--- config.mk ---
export PLATFORM = sky130hd
export DESIGN_NAME = sm2201_camac_cycle_sequencer
export DESIGN_NICKNAME = d
export VERILOG_FILES = /design/src/rtl/sm2201_camac_cycle_sequencer.sv
export SDC_FILE = /design/constraint.sdc
export NUM_CORES = 1
export LEC_CHECK = 0
export CAP_MARGIN = 20
export CORE_MARGIN = 2
export CORE_UTILIZATION = 50
export CTS_BUF_LIST = sky130_fd_sc_hd__clkbuf_2 sky130_fd_sc_hd__clkbuf_4 sky130_fd_sc_hd__clkbuf_8
export CTS_CLUSTER_DIAMETER = 60
export DETAILED_ROUTE_END_ITERATION = 12
export GPL_ROUTABILITY_DRIVEN = 0
export PLACE_DENSITY = 0.88
export SLEW_MARGIN = 30
export SYNTH_ARGS = -nofsm -noshare
export SYNTH_HDL_FRONTEND = slang
export SYNTH_SLANG_ARGS = --single-unit
--- constraint.sdc ---
create_clock -name isa_clk -period 2.86 [get_ports isa_clk]
set_input_delay 0.572 -clock isa_clk [delete_from_list [all_inputs] [get_ports isa_clk]]
set_output_delay 0.572 -clock isa_clk [all_outputs]
set_load 0.01 [all_outputs]
--- src/rtl/sm2201_camac_cycle_sequencer.sv ---
// ---------------------------------------------------------------------------
// sm2201_camac_cycle_sequencer
//
// Runs a single CAMAC dataway cycle for an ISA host. The cycle sequence is
// NAF/B setup, S1 strobe, gap, S2 strobe, NAF/B hold, then a one-cycle DONE.
// Each timed phase is a parameter. The ISA channel-ready line is held low
// while the cycle runs, so the host sees wait states.
//
// Optional feature: when the macro SM2201_CAMAC_LAM_IRQ_EN is defined, the
// asynchronous LAM line passes through a 2-flop synchronizer and is gated by
// lam_en onto isa_irq_lam. When the macro is undefined, isa_irq_lam is tied
// to 0 and the build contains no synchronizer flops.
//
// Ports
//   isa_clk, isa_reset           clock, synchronous active-high reset
//   req                          one-cycle start pulse (ignored unless idle)
//   req_n/req_a/req_f/req_wdata  station, subaddress, function, write data
//   camac_r, camac_q, camac_x    dataway read lines and Q/X responses
//   camac_l, lam_en              LAM request (async) and interrupt enable
//   camac_n/a/f, camac_w         registered NAF and write lines
//   camac_b, camac_s1, camac_s2  busy and strobes
//   rdata, q_out, x_out          latched read data and Q/X
//   busy, done                   cycle in progress / completion pulse
//   isa_chrdy                    ISA channel ready (low = wait)
//   isa_irq_lam                  LAM interrupt request
// ---------------------------------------------------------------------------
module sm2201_camac_cycle_sequencer #(
    parameter int T_SETUP  = 2,
    parameter int T_STROBE = 3,
    parameter int T_GAP    = 2,
    parameter int T_HOLD   = 1
) (
    input  logic        isa_clk,
    input  logic        isa_reset,
    input  logic        req,
    input  logic [4:0]  req_n,
    input  logic [3:0]  req_a,
    input  logic [4:0]  req_f,
    input  logic [23:0] req_wdata,
    input  logic [23:0] camac_r,
    input  logic        camac_q,
    input  logic        camac_x,
    input  logic        camac_l,
    input  logic        lam_en,
    output logic [4:0]  camac_n,
    output logic [3:0]  camac_a,
    output logic [4:0]  camac_f,
    output logic [23:0] camac_w,
    output logic        camac_b,
    output logic        camac_s1,
    output logic        camac_s2,
    output logic [23:0] rdata,
    output logic        q_out,
    output logic        x_out,
    output logic        busy,
    output logic        done,
    output logic        isa_chrdy,
    output logic        isa_irq_lam
);

    typedef enum logic [2:0] {IDLE, SETUP, S1, GAP, S2, HOLD, DONE} state_t;

    // The counter is loaded with (length - 1) on entry and the state advances when it reaches 0.
    localparam logic [3:0] LD_SETUP  = 4'(T_SETUP - 1);
    localparam logic [3:0] LD_STROBE = 4'(T_STROBE - 1);
    localparam logic [3:0] LD_GAP    = 4'(T_GAP - 1);
    localparam logic [3:0] LD_HOLD   = 4'(T_HOLD - 1);

    state_t      state_q, state_d;
    logic [3:0]  cnt_q, cnt_d;
    logic [4:0]  n_q, n_d, f_q, f_d;
    logic [3:0]  a_q, a_d;
    logic [23:0] wd_q, wd_d;

    // Output registers
    logic [4:0]  camac_n_q, camac_n_d, camac_f_q, camac_f_d;
    logic [3:0]  camac_a_q, camac_a_d;
    logic [23:0] camac_w_q, camac_w_d, rdata_q, rdata_d;
    logic        busy_q, busy_d, s1_q, s1_d, s2_q, s2_d;
    logic        done_q, done_d, chrdy_q, chrdy_d;
    logic        q_out_q, q_out_d, x_out_q, x_out_d;

    logic        active_d, is_write_d, is_read_q, sample_s1;

    // Next-state logic and command latch
    always_comb begin
        state_d = state_q;
        cnt_d   = cnt_q;
        n_d     = n_q;
        a_d     = a_q;
        f_d     = f_q;
        wd_d    = wd_q;
        case (state_q)
            IDLE: begin
                if (req) begin
                    state_d = SETUP;
                    cnt_d   = LD_SETUP;
                    n_d     = req_n;
                    a_d     = req_a;
                    f_d     = req_f;
                    wd_d    = req_wdata;
                end
            end
            SETUP: begin
                if (cnt_q == 4'd0) begin state_d = S1; cnt_d = LD_STROBE; end
                else cnt_d = cnt_q - 4'd1;
            end
            S1: begin
                if (cnt_q == 4'd0) begin state_d = GAP; cnt_d = LD_GAP; end
                else cnt_d = cnt_q - 4'd1;
            end
            GAP: begin
                if (cnt_q == 4'd0) begin state_d = S2; cnt_d = LD_STROBE; end
                else cnt_d = cnt_q - 4'd1;
            end
            S2: begin
                if (cnt_q == 4'd0) begin state_d = HOLD; cnt_d = LD_HOLD; end
                else cnt_d = cnt_q - 4'd1;
            end
            HOLD: begin
                if (cnt_q == 4'd0) begin state_d = DONE; cnt_d = 4'd0; end
                else cnt_d = cnt_q - 4'd1;
            end
            DONE:    state_d = IDLE;
            default: state_d = IDLE;
        endcase
    end

    // Outputs are decoded from the next state so that each registered output
    // changes on the same edge as the state it belongs to.
    always_comb begin
        active_d   = (state_d == SETUP) || (state_d == S1) || (state_d == GAP) ||
                     (state_d == S2) || (state_d == HOLD);
        is_write_d = (f_d[4:3] == 2'b10);  // F16..F23
        is_read_q  = (f_q[4:3] == 2'b00);  // F0..F7
        // The edge that ends the last S1 cycle is the one where the read lines are valid.
        sample_s1  = (state_q == S1) && (cnt_q == 4'd0);

        camac_n_d = active_d ? n_d : 5'd0;
        camac_a_d = active_d ? a_d : 4'd0;
        camac_f_d = active_d ? f_d : 5'd0;
        camac_w_d = (active_d && is_write_d) ? wd_d : 24'd0;
        busy_d    = active_d;
        s1_d      = (state_d == S1);
        s2_d      = (state_d == S2);
        done_d    = (state_d == DONE);
        chrdy_d   = !active_d;

        rdata_d   = rdata_q;
        q_out_d   = q_out_q;
        x_out_d   = x_out_q;
        if (sample_s1) begin
            q_out_d = camac_q;
            x_out_d = camac_x;
            if (is_read_q) rdata_d = camac_r;
        end
    end

    always_ff @(posedge isa_clk) begin
        if (isa_reset) begin
            state_q   <= IDLE;
            cnt_q     <= 4'd0;
            n_q       <= 5'd0;
            a_q       <= 4'd0;
            f_q       <= 5'd0;
            wd_q      <= 24'd0;
            camac_n_q <= 5'd0;
            camac_a_q <= 4'd0;
            camac_f_q <= 5'd0;
            camac_w_q <= 24'd0;
            busy_q    <= 1'b0;
            s1_q      <= 1'b0;
            s2_q      <= 1'b0;
            done_q    <= 1'b0;
            chrdy_q   <= 1'b1;
            rdata_q   <= 24'd0;
            q_out_q   <= 1'b0;
            x_out_q   <= 1'b0;
        end else begin
            state_q   <= state_d;
            cnt_q     <= cnt_d;
            n_q       <= n_d;
            a_q       <= a_d;
            f_q       <= f_d;
            wd_q      <= wd_d;
            camac_n_q <= camac_n_d;
            camac_a_q <= camac_a_d;
            camac_f_q <= camac_f_d;
            camac_w_q <= camac_w_d;
            busy_q    <= busy_d;
            s1_q      <= s1_d;
            s2_q      <= s2_d;
            done_q    <= done_d;
            chrdy_q   <= chrdy_d;
            rdata_q   <= rdata_d;
            q_out_q   <= q_out_d;
            x_out_q   <= x_out_d;
        end
    end

    assign camac_n   = camac_n_q;
    assign camac_a   = camac_a_q;
    assign camac_f   = camac_f_q;
    assign camac_w   = camac_w_q;
    assign camac_b   = busy_q;
    assign busy      = busy_q;
    assign camac_s1  = s1_q;
    assign camac_s2  = s2_q;
    assign done      = done_q;
    assign isa_chrdy = chrdy_q;
    assign rdata     = rdata_q;
    assign q_out     = q_out_q;
    assign x_out     = x_out_q;

`ifdef SM2201_CAMAC_LAM_IRQ_EN
    logic lam_m_q, lam_s_q;

    always_ff @(posedge isa_clk) begin
        if (isa_reset) begin
            lam_m_q <= 1'b0;
            lam_s_q <= 1'b0;
        end else begin
            lam_m_q <= camac_l;
            lam_s_q <= lam_m_q;
        end
    end

    assign isa_irq_lam = lam_s_q & lam_en;
`else
    logic lam_unused;
    assign lam_unused  = camac_l ^ lam_en;
    assign isa_irq_lam = 1'b0;
`endif

endmodule
## Yosys cells after proc, flatten, opt, wreduce, memory -nomap -nowiden

Index checks and enable logic that the tools add are counted.

| cells by class | value |
|---|---|
| equality and inequality tests | 13 |
| bitwise logic cells | 2 |
| reduce and logical (&&, ||, !) cells | 17 |
| $add $sub $neg | 1 |
| multiplexer cells | 20 |

Operators with widths:

| cell | count |
|---|---|
| $mux 24 | 2 |
| $mux 4 | 6 |
| $mux 5 | 4 |
| $mux 3 | 6 |
| $pmux 3 s6 | 1 |
| $pmux 4 s4 | 1 |
| $eq 3x3->1 const B | 5 |
| $eq 3x2->1 const B | 4 |
| $reduce_or 2->1 | 4 |
| $eq 3x1->1 const B | 2 |
| $logic_not 4->1 | 1 |
| $logic_or 1x1->1 | 4 |
| $reduce_and 2->1 | 2 |
| $reduce_bool 4->1 | 1 |
| $sub 4x1->4 const B | 1 |
| $logic_not 3->1 | 1 |
| $eq 2x2->1 const B | 1 |
| $logic_and 1x1->1 | 2 |
| $logic_not 2->1 | 1 |
| $ne 2x2->1 const B | 1 |
| $not 1->1 | 2 |
| $logic_not 1->1 | 1 |

| word-level totals | value |
|---|---|
| input port bits | 69 |
| output and inout port bits | 71 |
| flip-flop bits (word level) | 114 |

## Depth between registers and ports, before layout

Gate-level depths: netlist of run 1.

| logic depth | value |
|---|---|
| depth in word-level cells | 11 |
| mapped depth | 6 |
| gate-level depth less buffers | 3 |

## Worst setup path before layout of run 1

OpenSTA, ideal clock, no wires.

| path | value |
|---|---|
| path type | reg-to-reg |
| from | register cnt_q[3] |
| to | register rdata_q[10], in the netlist rdata[10] |
| period minus slack after synthesis | 1.869 ns |
| path slack | 0.991 ns |
| buffers on the path | 2 |
| cell stages (with the launch flop) | 6 |
| arrival time | 1.797 ns |
| path through | dfxtp_1 or4_1 buf_2 nor4_4 buf_6 mux2i_1 |

| between the ends | value |
|---|---|
| word-level cells in the longest chain between the ends | 3 |

Ends and longest elaborated chain:

| element | RTL line | source |
|---|---|---|
| start, declared | 70 | `logic [3:0] cnt_q, cnt_d;` |
| start signal, assigned | 181 | `cnt_q <= cnt_d;` |
| $logic_not 4->1 | 137 | `sample_s1 = (state_q == S1) && (cnt_q == 4'd0);` |
| $logic_and 1x1->1 | 137 |  |
| $reduce_and 2->1 (no line) | -- |  |
| end signal, assigned | 195 | `rdata_q <= rdata_d;` |
| end, declared | 78 | `logic [23:0] camac_w_q, camac_w_d, rdata_q, rdata_d;` |

No other way between the ends.
A chain may end at the register's enable or synchronous reset.

## Worst setup path in the final report of run 1

| path | value |
|---|---|
| from | register state_q[1] |
| to | register rdata_q[8], in the netlist rdata[8] |

| between the ends | value |
|---|---|
| word-level cells in the longest chain between the ends | 3 |

Ends and longest elaborated chain:

| element | RTL line | source |
|---|---|---|
| start, declared | 69 | `state_t state_q, state_d;` |
| start signal, assigned | 180 | `state_q <= state_d;` |
| $eq 3x2->1 | 137 |  |
| $logic_and 1x1->1 | 137 |  |
| $reduce_and 2->1 (no line) | -- |  |

No other way between the ends.

==> results of run 1 <==
==> state kept, by name, summed over array words and instances, names as in the netlist, 3 cells and up <==
| name | cells |
|---|---|
| state_q | 3 |
| camac_f | 5 |
| camac_w | 24 |
| a_q | 4 |
| n_q | 5 |
| rdata | 24 |
| f_q | 5 |
| cnt_q | 4 |
| camac_n | 5 |
| wd_q | 24 |
| camac_a | 4 |
==> cells by family (layout without fill, tap and decap cells) <==
kind of cell | after synthesis | after routing | share of synthesized area, %
simple gates | 152 | 152 | 17.4
buf+inv | 33 | 178 | 3.96
other cells | 1 | 1 | 0.0958
compound gates | 24 | 24 | 4.19
flops | 114 | 114 | 58.3
mux | 63 | 63 | 16.1
==> tightest hold or removal path, stage by stage, from the launching register on <==
cell,delay [ps]
dfxtp_1,310
nand2_1,50
mux2i_1,50
==> cell usage in the layout, fill, tap and decap left out, drive strengths merged, types with 2 or more instances in the layout <==
cell,count
nand3,5
a221oi,2
nand2,52
nor2b,3
clkdlybuf4s50,135
o21ai,4
a21oi,8
or3,4
nor3,24
buf,11
a211oi,2
clkinv,6
nor4,4
a21o,2
nand2b,2
mux2i,63
inv,3
o32ai,2
nor2,53
clkbuf,21
bufinv,2
dfxtp,114
==> power breakdown <==
part / internal (mW) / leakage, nW / total [mW] / switching [mW]
clock: 0.826 / 0.196 / 1.40 / 0.571
combinational: 0.468 / 1.06 / 0.916 / 0.448
sequential: 1.75 / 0.928 / 1.84 / 0.0891
==> metrics by stage <==
step	hold slack [ps]	cell area, um^2	setup slack, ps	util, %	power [mW]
2_1_floorplan	455	3920	991	-	2.41
3_3_place_gp	441	5360	660	70.1	2.76
3_5_place_dp	449	5360	607	70.1	2.79
4_1_cts	457	5730	750	74.9	4.20
5_1_grt	474	5730	682	74.9	4.35
6_report	456	5730	763	74.9	4.15
==> layer usage <==
metal	GRT usage, %	part of all wire [%]
met1	23.6	41
met5	0	0
met4	9.70	1.6
met2	35.6	49
met3	9.68	8.6
==> path summary, 6_finish.rpt <==
check                                             from  cells after the start                     end  slack [ps]
worst max-delay path             state_q[1]$_SDFF_PP0_                      4   rdata[8]$_SDFFE_PP0P_         760
worst min-delay path            rdata[12]$_SDFFE_PP0P_                      2  rdata[12]$_SDFFE_PP0P_         460
worst max register to register   state_q[1]$_SDFF_PP0_                      4   rdata[8]$_SDFFE_PP0P_         760
worst min register to register  rdata[12]$_SDFFE_PP0P_                      2  rdata[12]$_SDFFE_PP0P_         460
==> cell type report <==
class                   instances  area, um^2  share of cell area, %
clock buffers                  21         283                   4.94
clock inverters                 7        85.1                   1.49
multi-input cells             240        1490                   26.0
well taps                     102         128                   2.23
flip-flops and latches        114        2280                   39.8
repair buffers                146        1440                   25.2
inverters                       4        15.0                  0.262
==> results by stage, run 1 <==
Critical path:
- The critical path's top delay family is simple AND/OR/NAND/NOR gates.
- STA puts the critical path data required time at approximately 3200 ps.
- The kind of capture point of the worst setup path is a flop.
- The critical path data arrival time is approximately 2400 ps.
- The largest single stage delay on the critical path is between 600 and 700 ps.
- The slowest stage of the critical path belongs to the cell dfxtp_1.
- STA classifies the critical path startpoint as a flop.
- The critical-path maximum fanout is 24.
- The critical path goes through or3b_2 > nor4_4 > buf_4 > mux2i_1.
- The critical path start-end classification is flop to flop.
- The number of buffers and inverters on the critical path is 1.

Timing:
- Subtracting the final worst setup slack from the clock period gives 2100 ps.
- The maximum frequency from static timing analysis is 477 MHz.
- The setup skew after layout is ~11 ps.
- The final setup violation count is 0.
- After layout, the worst path uses 73.3% of the clock period.
- The final total negative setup slack is 0 ps.
- Setup repair after global routing left no endpoint under its margin.
- Headroom to the max-slew limit came out at 62.7%.
- The number of endpoints with negative hold slack in the final report is 0.
- The total count of max-transition violations in the final report was 0.
- The transition time at the pin with the least slew margin is 559 ps.

Yosys:
- In the synthesized netlist the dominant register cell turns out to be dfxtp_1.
- The distinct cell type count after synthesis is 34.
- Ranked by instance count, the synthesized netlist is headed by dfxtp_1 (114), mux2i_1 (63), nor2_1 (53), nand2_1 (52), nor3_1 (24).
- Ranked by total cell area, the synthesized netlist is headed by dfxtp_1 (58%), mux2i_1 (16%), nor2_1 (5.1%).
- The most frequent cell after synthesis is dfxtp_1.
- The number of enable-type register cells in the synthesized netlist is 0.
- The cell type with the highest aggregate area in the netlist is dfxtp_1.
- The synthesized design contains 114 register bits.
- The number of standard cells after synthesis is about 390.
- In this run the cell area of the synthesized design comes to 0.00392 mm^2.
- Summed over its instances, the top area cell type makes up approximately three fifths of the synthesized netlist area.
- The average instance in the mapped netlist occupies 10.1 um^2.
- The number of nets in the synthesized netlist is 456.
- The sequential cell area fraction in the yosys report is 58.3%.
- After synthesis, the share of flip-flops with an asynchronous set or reset is 0%.
- The Yosys step of the flow raised 0 warnings.

Global route:
- The via count of the first global-routing pass was 3103.
- The largest net degree at the start of global routing is 48.
- The initial antenna violation count is 0.
- The final global-route overflow total is 0.
- The first-pass GRT wire length is 14400 um.
- Global routing used 21.5% of the available tracks.

Floorplanning:
- After floorplanning, the core was sized to cover roughly 0.0076 mm^2.
- The starting density of the core is 51.2%.
- The number of top-level pins is 140.
- The die boundary height is between 90 and 100 um.
- The die covers 0.00856 mm^2.
- The width of the die is 92.5 um.
- The standard-cell row count is 32.

Power:
- The static leakage is around 2.2 nW.
- VDD sags by at most 0.423 mV.
- For this design the ratio of total power to cell area is about 720 mW/mm^2.

Layout:
- The fill cell total of the finished layout is 536.
- The final antenna diode count is 0.
- In the final design database the tool counted 592 nets.
- The layout overhead on the synthesized area is 46.3%.
- The finished layout holds 634 standard cells, fillers aside.
- The post-route netlist has 8.65% of its cells at a drive strength greater than 1.

Clock tree:
- The tree built by TritonCTS fans out to 114 sinks.
- Clock-pin slew was measured on the worst setup and hold paths at 60 ps.
- The clock latency on the worst-skew pair is 410 ps.
- The count of H-tree levels built during CTS is 4.
- Post-CTS repair changed the size of 0 cells.
- Once the clock tree was built, the setup fixing pass inserted 0 buffers.
- The clock passes through at most 2 buffers.
- The cell at the root of the clock tree is clkbuf_8.
- TritonCTS created 17 clock buffers.
- After clock tree synthesis, the flow added hold-fix buffers numbering 0.
- TritonCTS built the clock tree.

Drt:
- For this block, the via count after detailed routing is between 3000 and 4000.
- After detailed routing, the average wire length per cell comes to about 14 um.
- The first-pass iteration count of the detailed router is 4.
- The first routing iteration left 89 violations.
- After detailed routing, the number of vias per cell comes to 4.97.
- For this run, design rule violations remaining after detail routing come to 0.
- Once detail routing completed, the nets flagged for antenna violations numbered 0.
- The detailed-route wire length is ~9000 um.

Placed design:
- Input and output buffers added on the ports amount to 136.
- In this run, placement finished with an instance count of between 600 and 700.
- The post-DP HPWL is 6130 um.

Job:
- The number of violations of the max-capacitance limit is 0.

Run status:
- The flow ran to the end, and the final reports show no timing, DRC or antenna violations.

Worst hold path:
- The path type of the worst min-delay path is flop to flop.
Power figures use the tool's default switching activity.
==> inputs of run 2 (changes only) <==
--- a/config.mk
+++ b/config.mk
@@ -7,12 +7,12 @@
 export LEC_CHECK = 0
 export CAP_MARGIN = 20
 export CORE_MARGIN = 2
-export CORE_UTILIZATION = 50
+export CORE_UTILIZATION = 46
 export CTS_BUF_LIST = sky130_fd_sc_hd__clkbuf_2 sky130_fd_sc_hd__clkbuf_4 sky130_fd_sc_hd__clkbuf_8
 export CTS_CLUSTER_DIAMETER = 60
 export DETAILED_ROUTE_END_ITERATION = 12
 export GPL_ROUTABILITY_DRIVEN = 0
-export PLACE_DENSITY = 0.88
+export PLACE_DENSITY = 0.82
 export SLEW_MARGIN = 30
 export SYNTH_ARGS = -nofsm -noshare
 export SYNTH_HDL_FRONTEND = slang
==> constraint.sdc (replaced) <==
create_clock -name isa_clk -period 2.2 [get_ports isa_clk]
set_input_delay 0.44 -clock isa_clk [delete_from_list [all_inputs] [get_ports isa_clk]]
set_output_delay 0.44 -clock isa_clk [all_outputs]
set_load 0.01 [all_outputs]
==> run 2 against run 1 <==
- critical path type unchanged
- global-route usage fell by 1.2 points
- critical endpoint is now rdata[4]$_SDFFE_PP0P_
- sequential power increased by 29%
- sequential share of layout area down 1.0 points
- cell count increased by 1.7%
==> results by stage, run 2 (synthesis results as in run 1) <==
Layout:
- The ratio of cells with drive above 1 in the final layout is 10.0% (was 8.65%).
- The net total in the final layout is 596 (was 592).
- The final cell count without fillers is 645 (was 634).
- The most common cell after layout, fill and taps aside is clkdlybuf4s50_1 (unchanged).
- Most used cells in the layout excluding fill and tap cells: clkdlybuf4s50_1 (135), dfxtp_1 (114), mux2i_1 (62) (unchanged).
- The layout overhead on the synthesized area is 50.2% (was 46.3%).
- The final antenna diode count is 0 (unchanged).

Drt:
- The first-pass iteration count of the detailed router came to 4 (unchanged).
- The remaining antenna violation count is 0 (unchanged).
- The overall via count from detail_route was 3203 (was 3154).
- The met3 wire length is 955 um (was 770 um).
- The met1 wire length is 3680 um (was 3650 um).
- The highest layer used for signal routing is met4 (unchanged).
- The via count normalized by instance count is 4.97 (about the same).
- The count of routing violations after the opening detailed-route iteration is 126 (was 89).
- The number of remaining DRC errors is 0 (unchanged).
- The detailed-route wire length is 9150 um (was 8940 um).
- The routed length on met2 is 4480 um (was 4380 um).
- The average wire per cell in the routed design is 14.2 um (was 14.1 um).

Global route:
- The total routing resource utilization after global routing was 20.3% (was 21.5%).
- The via count of the first global-routing pass is 3171 (was 3103).
- The largest net degree at the start of global routing is 49 (was 48).
- The final global-route overflow total was 0 (unchanged).
- The first-pass GRT wire length was 14500 um (was 14400 um).
- The initial antenna violation count is 0 (unchanged).

Critical path:
- The critical-path maximum fanout is 24 (unchanged).
- Worst path cell trace: or3b_2 > nor4_4 > buf_12 > mux2i_1 (was or3b_2 > nor4_4 > buf_4 > mux2i_1).
- The slowest cell on the critical path is or3b_2 (was dfxtp_1).
- The kind of capture point of the worst setup path is a flop (unchanged).
- The critical path's top delay family was simple AND/OR/NAND/NOR gates (unchanged).
- The worst path required time was 2530 ps (was 3170 ps).
- The nature of the critical path startpoint is a flop (unchanged).
- The worst path buffer plus inverter count is 1 (unchanged).
- The delay of the slowest critical-path stage is 560 ps (was 610 ps).
- The critical path data arrival time is 2200 ps (was 2410 ps).
- The critical path start-end classification is flop to flop (unchanged).

Floorplanning:
- The die boundary height is 96.3 um (was 92.5 um).
- The standard cell core area is 0.00822 mm^2 (was 0.00765 mm^2).
- The standard-cell row count is 33 (was 32).
- The starting density of the core is 47.7% (was 51.2%).
- The total die area was 0.00927 mm^2 (was 0.00856 mm^2).
- The width of the die is 96.3 um (was 92.5 um).
- The number of top-level pins came to 140 (unchanged).

Timing:
- The period utilization is 85.3% (was 73.3%).
- The final total negative setup slack was 0 ps (unchanged).
- The setup skew after layout was 15.6 ps (was 10.9 ps).
- Unrepaired setup endpoints after global routing: false (unchanged).
- The maximum frequency from static timing analysis came to 533 MHz (was 477 MHz).
- The clock period minus worst slack is 1880 ps (was 2100 ps).
- The number of endpoints with negative hold slack in the final report is 0 (unchanged).
- The total count of max-transition violations in the final report is 0 (unchanged).
- The final setup violation count is 0 (unchanged).

Clock tree:
- The CTS buffer count is 17 (unchanged).
- The count of hold buffers inserted by post-cts repair came to 0 (unchanged).
- The number of clock sinks seen by CTS is 114 (unchanged).
- The post-cts repair resize count is 0 (unchanged).
- The clock-pin slew on the worst setup and hold paths is 80 ps (was 60 ps).
- The TritonCTS clock tree is yes (unchanged).
- The clock latency on the worst-skew pair came to 410 ps (about the same).
- The count of H-tree levels built during CTS came to 4 (unchanged).
- The maximum count of clock buffers along a single path is 2 (unchanged).
- The post-CTS setup-driven buffer insertion count was 0 (unchanged).
- The cell at the root of the clock tree is clkbuf_8 (unchanged).

Placed design:
- The post-DP HPWL came to 6340 um (was 6130 um).
- The number of port buffers came to 136 (unchanged).
- The placed instance count is 613 (was 606).

Power:
- The static leakage came to 2.25 nW (was 2.19 nW).
- The power per cell area is 989 mW/mm^2 (was 725 mW/mm^2).
- The worst voltage drop across the vdd grid was 0.600 mV (was 0.423 mV).

Run status:
- Status: finished clean (unchanged).

Job:
- The number of violations of the max-capacitance limit was 0 (unchanged).

Worst hold path:
- The path type of the worst min-delay path was flop to flop (unchanged).
## run 2: cell count changes in the layout (fill, tap and decap cells not counted)
cell	previous run	this run
clkinv_2	5	1
clkbuf_8	20	18
clkinv_4	0	3
buf_12	1	4
clkinvlp_4	0	2
buf_4	9	10
inv_6	0	4
clkbuf_4	1	0
bufinv_16	2	4
## run 2: power breakdown
| group | switching [mW] | internal, mW |
|---|---|---|
| combinational | 0.616 | 0.653 |
| clock | 0.883 | 1.28 |
| sequential | 0.107 | 2.27 |
| total | 1.61 | 4.21 |
## run 2: path summary, 6_finish.rpt
path / start / to / slack, ps / depth (start not counted)
worst min register to register: rdata[10]$_SDFFE_PP0P_ / rdata[10]$_SDFFE_PP0P_ / 460 / 2
worst min-delay path: rdata[10]$_SDFFE_PP0P_ / rdata[10]$_SDFFE_PP0P_ / 460 / 2
worst max register to register: state_q[1]$_SDFF_PP0_ / rdata[4]$_SDFFE_PP0P_ / 320 / 4
worst max-delay path: state_q[1]$_SDFF_PP0_ / rdata[4]$_SDFFE_PP0P_ / 320 / 4
## run 2: worst min-delay path: stages (launching register included)
cell	delay (ps)
dfxtp_1	310
nand2_1	50
mux2i_1	50
## run 2: through the flow
step / hold slack, ps / worst slack, ps / cell area (um^2) / power, mW / utilization, %
after floorplan: 455 / 331 / 3920 / 3.14 / -
after global placement: 442 / 120 / 5430 / 3.65 / 66.1
after detailed placement: 447 / 51.5 / 5430 / 3.70 / 66.1
after CTS: 455 / 338 / 5880 / 5.88 / 71.6
after global routing: 483 / 264 / 5880 / 6.09 / 71.6
final: 456 / 323 / 5880 / 5.81 / 71.6
## run 2: cell type report
class	count	area, um^2
Timing Repair Buffer	150	1510
Inverter	4	15.0
Clock inverter	14	201
Multi-Input combinational cell	240	1490
Sequential cell	114	2280
Fill cell	633	2340
Tap cell	105	131
Clock buffer	18	248
## run 2: per-layer routing
metal | global-route usage [%] | up-vias
li1 | - | 1589
met1 | 22.4 | 1489
met2 | 34.7 | 118
met3 | 8.69 | 7
met4 | 7.26 | 0
met5 | 0 | -
